<file path="src/rtl/press_classifier_pkg.sv">
// Shared clock-system constants: default tick counts and press FSM states.
package press_classifier_pkg;

    // Default tick counts at the 10 kHz tick rate
    localparam int DEF_MIN_TICKS    = 200;    // 20 ms
    localparam int DEF_LONG_TICKS   = 10000;  // 1 s
    localparam int DEF_REPEAT_TICKS = 2000;   // 0.2 s

    typedef enum logic [1:0] {
        S_IDLE    = 2'd0,
        S_PRESSED = 2'd1,
        S_LONG    = 2'd2,
        S_LOCKOUT = 2'd3
    } state_t;

endpackage

</file>
<file path="src/rtl/press_classifier.sv">
// Classifies one debounced button level into short / long / auto-repeat events.
module press_classifier
    import press_classifier_pkg::*;
#(
    parameter int MIN_TICKS    = DEF_MIN_TICKS,
    parameter int LONG_TICKS   = DEF_LONG_TICKS,
    parameter int REPEAT_TICKS = DEF_REPEAT_TICKS
) (
    input  logic clk,
    input  logic rst,
    input  logic btn,
    output logic short_pulse,
    output logic long_pulse,
    output logic long_held
);

    localparam int             CW        = $clog2(LONG_TICKS + 1);
    localparam logic [CW-1:0]  CNT_MAX   = '1;
    localparam logic [CW-1:0]  LONG_LAST = CW'(LONG_TICKS - 1);

    state_t        r_state;
    logic [CW-1:0] r_cnt;
    logic          r_short;
    logic          r_long_pulse;
    logic          r_long_held;

    state_t        w_state_nxt;
    logic [CW-1:0] w_cnt_nxt;
    logic [CW-1:0] w_cnt_inc;
    logic          w_short_nxt;
    logic          w_long_pulse_nxt;
    logic          w_long_held_nxt;

    // Hold counter saturates instead of wrapping
    assign w_cnt_inc = (r_cnt == CNT_MAX) ? r_cnt : r_cnt + 1'b1;

    // Next state, next counter and next (registered) outputs
    always_comb begin
        w_state_nxt      = r_state;
        w_cnt_nxt        = r_cnt;
        w_short_nxt      = 1'b0;
        w_long_pulse_nxt = 1'b0;
        w_long_held_nxt  = 1'b0;
        case (r_state)
            S_IDLE: begin
                if (btn) begin
                    w_state_nxt = S_PRESSED;
                    w_cnt_nxt   = CW'(1);
                end else begin
                    w_cnt_nxt   = '0;
                end
            end
            S_PRESSED: begin
                if (btn) begin
                    if (r_cnt == LONG_LAST) begin
                        w_state_nxt      = S_LONG;
                        w_cnt_nxt        = '0;
                        w_long_pulse_nxt = 1'b1;
                        w_long_held_nxt  = 1'b1;
                    end else begin
                        w_cnt_nxt = w_cnt_inc;
                    end
                end else begin
                    // Presses shorter than MIN_TICKS are dropped as glitches
                    w_state_nxt = S_IDLE;
                    w_cnt_nxt   = '0;
                    w_short_nxt = (int'(r_cnt) >= MIN_TICKS);
                end
            end
            S_LONG: begin
                if (btn) begin
                    w_long_held_nxt = 1'b1;
                    if (int'(r_cnt) == REPEAT_TICKS - 1) begin
                        w_cnt_nxt        = '0;
                        w_long_pulse_nxt = 1'b1;
                    end else begin
                        w_cnt_nxt = w_cnt_inc;
                    end
                end else begin
                    // Release beats a coincident repeat; never a short pulse here
                    w_state_nxt = S_IDLE;
                    w_cnt_nxt   = '0;
                end
            end
            S_LOCKOUT: begin
                // A key held through reset must be released before it counts
                w_cnt_nxt = '0;
                if (!btn) w_state_nxt = S_IDLE;
            end
            default: begin
                w_state_nxt = S_LOCKOUT;
                w_cnt_nxt   = '0;
            end
        endcase
    end

    // State, counter and output registers; reset overrides everything
    always_ff @(posedge clk) begin
        if (rst) begin
            r_state      <= S_LOCKOUT;
            r_cnt        <= '0;
            r_short      <= 1'b0;
            r_long_pulse <= 1'b0;
            r_long_held  <= 1'b0;
        end else begin
            r_state      <= w_state_nxt;
            r_cnt        <= w_cnt_nxt;
            r_short      <= w_short_nxt;
            r_long_pulse <= w_long_pulse_nxt;
            r_long_held  <= w_long_held_nxt;
        end
    end

    assign short_pulse = r_short;
    assign long_pulse  = r_long_pulse;
    assign long_held   = r_long_held;

endmodule

</file>
<file path="config.mk">
export PLATFORM = sky130hd
export DESIGN_NAME = press_classifier
export DESIGN_NICKNAME = d
export VERILOG_FILES = /design/src/rtl/press_classifier_pkg.sv /design/src/rtl/press_classifier.sv
export SDC_FILE = /design/constraint.sdc
export NUM_CORES = 1
export LEC_CHECK = 0
export BUFFER_PORTS_ARGS = -buffer_cell sky130_fd_sc_hd__buf_2
export CORE_MARGIN = 2
export CORE_UTILIZATION = 45
export CTS_CLUSTER_DIAMETER = 120
export DETAILED_ROUTE_END_ITERATION = 10
export PLACE_DENSITY_LB_ADDON = 0.15
export REMOVE_ABC_BUFFERS = 1
export SLEW_MARGIN = 20
export SYNTH_ARGS = -nofsm -noshare
export SYNTH_HDL_FRONTEND = slang
export SYNTH_SLANG_ARGS = --single-unit
</file>
<file path="constraint.sdc">
create_clock -name clk -period 1.8 [get_ports clk]
set_input_delay 0.18 -clock clk [delete_from_list [all_inputs] [get_ports clk]]
set_output_delay 0.18 -clock clk [all_outputs]
set_load 0.005 [all_outputs]
</file>
[Word level (Yosys, flattened, before mapping)]
Index checks and enable logic that the tools add are counted.
Widths: inputs -> output; s select.
Word-level totals
  word-level logic and storage cells: 40
  output and inout port bits: 3
  flip-flop bits (word level): 19
Cells by class
  add/sub/neg operators: 1
  $lt $le $gt $ge: 1
  bitwise operators: 1
  mux-type cells: 19
  equality and inequality tests: 9
  reduce and logical (&&, ||, !) cells: 4
Operators by type and width (count)
  $mux 14: 5
  $pmux 14 s4: 1
  $eq 14x14->1 const B: 2
  $add 14x1->14 const B: 1
  $eq 14x12->1 const B: 1
  $ge 14x8->1 const B: 1
  $mux 2: 4
  $mux 1: 6
  $pmux 2 s3: 1
  $eq 2x2->1 const B: 2
  $ne 2x2->1 const B: 2
  $pmux 1 s2: 2
  $ne 3x3->1 const B: 1
  $reduce_and 3->1: 1
  $reduce_or 3->1: 1
  $eq 2x1->1 const B: 1
  $logic_not 2->1: 1
  $reduce_or 2->1: 1
  $not 1->1: 1

[Logic depth before layout (Yosys ltp)]
Gate-level depths: netlist of run 1.
  depth in word-level cells: 5
  mapped depth: 7

[Worst setup path after synthesis of run 1]
No wires, ideal clock.
  path type: register to register
  from: register r_cnt[1]
  to: register r_cnt[7]
  clock period less this slack: 1.729 ns
  data arrival time: 1.608 ns
  stages on the path, launching flop included: 8
  path slack: 0.071 ns
  buffers on the path: 2
  cell sequence: dfxtp_1 ha_1 clkbuf_1 and3_2 nand3_1 o21ai_1 buf_2 nor3_1
On the way
  word-level cells in the longest chain between the ends: 5
RTL lines
  start, declared: line press_classifier.sv:22  | logic [CW-1:0] r_cnt;
  start signal, assigned: line press_classifier.sv:107  | r_cnt <= w_cnt_nxt;
  $add 14x1->14 or $eq 14x14->1 (tied branches): line press_classifier.sv:35  | assign w_cnt_inc = (r_cnt == CNT_MAX) ? r_cnt : r_cnt + 1'b1;
  $mux 14: line press_classifier.sv:35
  $mux 14, on equally long branches: line press_classifier.sv:73, press_classifier.sv:55
  $mux 14, on equally long branches: line press_classifier.sv:71, press_classifier.sv:54
  $pmux 14 s4 *: line press_classifier.sv:44  | case (r_state)
Every way passes the cells marked *; elsewhere a longest branch is shown, timed or not.
A chain may end at the register's enable or synchronous reset.

[Worst setup path after layout of run 1]
  from: register r_cnt[0]
  to: register r_cnt[3]
Same word-level chain as after synthesis.

==> results.toml, run 1 <==
[die]
dieArea_mm2 = 0.00286
core_mm2 = 0.00225
io_pins = 6
initial_core_util_pct = 48.9
fp.dieH_um = 53.5
die_w_um = 53.5
rows = 17

[final_layout]
fin_nets = 152
drive_gt1_share_pct = 19.1
area_growth_syn_to_layout_pct = 10.4
antenna_cells = 0

[timing]
hold-worst-slack_ns = 0.0886
worst_pin_slew_ns = 0.434
slew-limit-headroom_pct = 70.9
period_share_pct = 92.9
finalHoldViolCount = 0
grt_setup_unrepaired = "no"
min_period_ns = 1.67
slew_violations = 0
fmax_mhz = 598
setup_viol = 0
setup_ws_ns = 0.128
finalClockSkew_ns = 0.00447

[critical_path]
cp_top_family = "simple AND/OR/NAND/NOR gates"
cp_slowest_cell = "or3_2"
r2r_setup_slack_ns = 0.13
crit_fanout = 8
crit_arrival_ns = 1.92
path_class = "reg2reg"
max_stage_delay_ns = 0.44
path_cells = "ha_2 -> nand3_1 -> nor4_4 -> buf_4 -> or3_2 -> a21oi_1"
cp-start-kind = "register"
critPathCaptureType = "register"
worstPathRequired_ns = 2.04
crit_buf_inv = 1

[logic_synthesis]
synthesis.area_mm2 = 0.00110
synthCells = 131
yosys_warnings = 0
ys_seq_area_share_pct = 34.5
synth_edf_count = 0
synth_seq_cells = 19
synth_top_flop_cell = "dfxtp_1"
syn_avg_cell_area_um2 = 8.41
synthArstFlopShare_pct = 0
ys_types = 41

[global_routing]
grt_pass1_vias = 893
grt_remaining_overflow = 0
antenna_found_initial = 0
grt_max_degree = 15
track_usage_pct = 18.5
grt_first_pass_wirelength_um = 3870

[drt]
num_vias = 978
vias_per_cell = 5.79
ant_nets = 0
drc_errors = 0
wl_per_cell_um = 13.3
firstDrtPassIters = 4
wl_um = 2240
drtIter0Drc = 13

[place]
dp_slack_ns = 0.0502
port_buffers = 5
post-dp-hpwl_um = 1660
place_congestion = 0.756

[pwr]
comb_power_share_pct = 10.9
ir_drop_mv = 0.491
swShare_pct = 26.3
p_int_mw = 0.547
p_sw_mw = 0.195
p_total_mw = 0.741
p_leak_nw = 0.440
powerDensity_mw_per_mm2 = 609
p_clk_share_pct = 29.7
p_seq_share_pct = 59.4

[clock_network]
cts.sinks = 19
cts_tree = "done"
clkTransAtPathRegs_ns = 0.11
h-tree-depth = 1
ctsHoldBuffers = 0
root_buffer = "clkbuf_4"
clk_latency_ns = 0.30
clock_path_buffers = 2
numCtsBuffers = 3

[run_status]
status = "completed"

[worst_hold_path]
worstHoldPathType = "in2reg"

[run]
max_cap_violations = 0
[cells in the mapped netlist (all sizes together) (2+ instances only)]
master / instances / area [µm²]
a211oi: 3 / 22.5
a21oi: 10 / 53.8
and3: 3 / 21.3
and4: 2 / 18.8
buf: 2 / 10.0
clkbuf: 2 / 8.75
dfxtp: 19 / 380
ha: 7 / 87.6
inv: 8 / 30.0
mux2i: 2 / 20.0
nand2: 7 / 26.3
nand3: 7 / 35.0
nand4: 5 / 46.3
nor2: 11 / 41.3
nor3: 8 / 40.0
nor3b: 2 / 15.0
nor4: 4 / 40.0
o211ai: 2 / 15.0
o21a: 2 / 15.0
o21ai: 6 / 30.0
o31ai: 3 / 22.5
or3: 5 / 33.8
or4: 2 / 18.8
[cell type report]
type | count | area, µm²
timing repair buffer | 10 | 66.3
clock inverter | 1 | 5.00
multi-input combinational | 100 | 676
inverter | 8 | 30.0
clock buffer | 3 | 22.5
tap | 28 | 35.0
sequential | 19 | 383
fill | 224 | 1040
[logic make-up (layout without fill, tap and decap cells)]
kind of cell	after synthesis	in the layout	synth area share, %
AO/OA/AOI/OAI	28	28	15.8
AND/OR/NAND/NOR	62	62	34.7
multiplexers	2	2	1.82
flip-flops	19	19	34.5
XOR/XNOR	1	1	0.795
adder cells (fa/ha/maj)	7	7	7.95
buffers and inverters	12	22	4.43
[final timing paths]
path                 endpoint  startpoint  cells past startpoint
setup / recovery     r_cnt[3]    r_cnt[0]                      6
hold / removal    short_pulse         rst                      2
setup reg to reg     r_cnt[3]    r_cnt[0]                      6
hold reg to reg     r_cnt[10]   r_cnt[10]                      2
[state kept, by name, indices dropped and copies added (netlist names)]
| register | count |
|---|---|
| short_pulse | 1 |
| r_cnt | 14 |
| long_held | 1 |
| long_pulse | 1 |
| r_state | 2 |
[layer usage]
metal  GRT usage (%)  share of wire (%)
met5               0                  0
met4            7.69               0.76
met3            4.52                3.1
met2            29.4                 46
met1            23.5                 50
[metrics by stage]
step	TNS (ns)	cells	cell area (µm²)	utilization [%]
4_1_cts	0	168	1200	53.3
5_1_grt	0	169	1220	54.0
2_1_floorplan	-0.0177	127	1080	-
3_5_place_dp	0	164	1170	52.1
3_3_place_gp	0	164	1170	52.1
6_report	0	169	1220	54.0
[worst reg2reg max path, delay by kind of cell, from the launching register on]
family / cells / cell delay (ns)
buffers and inverters: 1 / 0.17
AO/OA/AOI/OAI: 1 / 0.14
AND/OR/NAND/NOR: 3 / 0.65
adder cells (fa/ha/maj): 1 / 0.26
flip-flops: 1 / 0.39
[cells in the final DEF (no fill, tap or decap), types with 4 or more instances in the layout]
cell type  netlist  layout
nor3_1           8       8
dfxtp_1         19      17
inv_1            8       8
a21oi_1          9       9
nand2_1          7       7
ha_1             7       6
o21ai_0          4       4
nand3_1          7       7
nor2_1          11      11
buf_4            0       4
buf_2            2       5
nand4_1          4       4
[repair_timing]
item                       CTS  global route
resized for setup            0             4
buffers inserted             0             1
setup endpoints to repair    0            14
[power by group through the flow]
stage	Sequential, mW	Combinational, mW	Clock (mW)
final	0.440	0.0808	0.220
after global routing	0.443	0.0909	0.239
after CTS	0.439	0.0794	0.228
after detailed placement	0.449	0.0789	0
after global placement	0.448	0.0770	0
after floorplan	0.447	0.0577	0
No activity file was read; power rests on OpenSTA's default activity.
==> run 2: changes to the inputs <==
--- a/config.mk
+++ b/config.mk
@@ -8,6 +8,7 @@
 export BUFFER_PORTS_ARGS = -buffer_cell sky130_fd_sc_hd__buf_2
 export CORE_MARGIN = 2
 export CORE_UTILIZATION = 45
+export CTS_BUF_LIST = sky130_fd_sc_hd__clkbuf_8
 export CTS_CLUSTER_DIAMETER = 120
 export DETAILED_ROUTE_END_ITERATION = 10
 export PLACE_DENSITY_LB_ADDON = 0.15
==> results.toml, run 2 (synthesized netlist as in run 1, its figures left out) <==
[place]
place_area_mm2 = 0.00117
placed_cells_incl_taps = 164
port_buffers = 5
place_congestion = 0.756
dp_slack_ns = 0.0502
post-dp-hpwl_um = 1660

[timing]
period_share_pct = 91.2
setup_ws_ns = 0.159
finalClockSkew_ns = 0.00507
totalNegativeSetupSlack_ns = 0
grt_setup_unrepaired = "no"
slew-limit-headroom_pct = 70.2
slew_violations = 0
finalHoldViolCount = 0
min_period_ns = 1.64
setup_viol = 0
worst_pin_slew_ns = 0.444
fmax_mhz = 609

[final_layout]
n_fill_cell = 224
fin_nets = 152
final_cell_count_no_fill = 169
drive_gt1_share_pct = 18.4
register_area_um2 = 382
multi_input_area_um2 = 686
layout_commonest_cell = "dfxtp_1"
largest_reg_flops = 14
top_regs = "r_cnt (14), r_state (2)"
area_growth_syn_to_layout_pct = 12.9
mostFrequentLayoutCells = "18 x dfxtp_1, 11 x nor2_1, 9 x a21oi_1, 8 x inv_1, 8 x nor3_1"
regMostFlops = "r_cnt"
antenna_cells = 0
final_area_mm2 = 0.00124

[clock_network]
ctsHoldBuffers = 0
root_buffer = "clkbuf_8"
clk_latency_ns = 0.26
clkTransAtPathRegs_ns = 0.07
cts_tree = "done"
cts.sinks = 19
numCtsBuffers = 3
h-tree-depth = 1
clock_path_buffers = 2

[drt]
vias_per_cell = 5.71
drtIter0Drc = 16
drc_errors = 0
wl_per_cell_um = 13.5
ant_nets = 0
num_vias = 965
firstDrtPassIters = 4
wl_um = 2280

[critical_path]
r2r_start = "r_cnt[3]"
worstPathRequired_ns = 2.00
critPathCaptureType = "register"
cp-start-kind = "register"
path_class = "reg2reg"
crit_fanout = 8
crit_arrival_ns = 1.84
crit_start = "r_cnt[3]"

[die]
fp.dieH_um = 53.5
core_mm2 = 0.00225
die_w_um = 53.5
rows = 17
initial_core_util_pct = 48.9
io_pins = 6
dieArea_mm2 = 0.00286

[global_routing]
grt_max_degree = 15
grt_first_pass_wirelength_um = 3890
track_usage_pct = 18.6
grt_remaining_overflow = 0
grt_pass1_vias = 898
antenna_found_initial = 0

[worst_hold_path]
worstHoldPathType = "in2reg"
worstHoldStart = "rst"

[run_status]
status = "completed"

[run]
max_cap_violations = 0

[pwr]
p_leak_nw = 0.448
ir_drop_mv = 0.479
powerDensity_mw_per_mm2 = 660
run 2: critical path, stage by stage (launching register included):
cell and delay (ns):
dfxtp_1 0.49, nand4_4 0.18, or2_4 0.30, or4_4 0.48, a21oi_2 0.13
run 2: stage by stage:
step / hold WS, ns / power, mW / util, %
after CTS: 0.130 / 0.828 / 54.1
after detailed placement: 0.406 / 0.528 / 52.1
after global routing: 0.138 / 0.854 / 55.2
after floorplan: 0.257 / 0.504 / -
after global placement: 0.391 / 0.525 / 52.1
final: 0.145 / 0.822 / 55.2
run 2: path summary, 6_finish.rpt:
check / end / slack [ns] / depth (start not counted)
hold / removal: short_pulse / 0.15 / 2
setup reg to reg: r_cnt[9] / 0.16 / 4
setup / recovery: r_cnt[9] / 0.16 / 4
hold reg to reg: r_cnt[10] / 0.54 / 2
run 2: final cells by class:
cell class                      instances  area share (%)
Timing Repair Buffer                   10            5.33
Clock inverter                          1           0.402
Inverter                                8            2.41
Sequential cell                        19            30.7
Clock buffer                            3            3.32
Tap cell                               28            2.81
Multi-Input combinational cell        100            55.1
run 2: report_power, final:
part           internal, mW  leakage (nW)  switching (mW)
registers             0.430         0.154          0.0111
clock network         0.154        0.0255           0.146
logic                0.0335         0.269          0.0474
total                 0.617         0.448           0.205
run 2: per-layer routing:
layer | global-route usage [%] | routed length (µm) | part of all wire (%)
met1 | 23.5 | 1180 | 52
met2 | 29.4 | 1040 | 46
met3 | 4.52 | 50 | 2.2
met4 | 8.97 | 17 | 0.74
met5 | 0 | 0 | 0
run 2: what timing repair did:
action / CTS / global route
setup endpoints to repair: 0 / 14
gates resized for setup: 0 / 4
setup buffers: 0 / 1
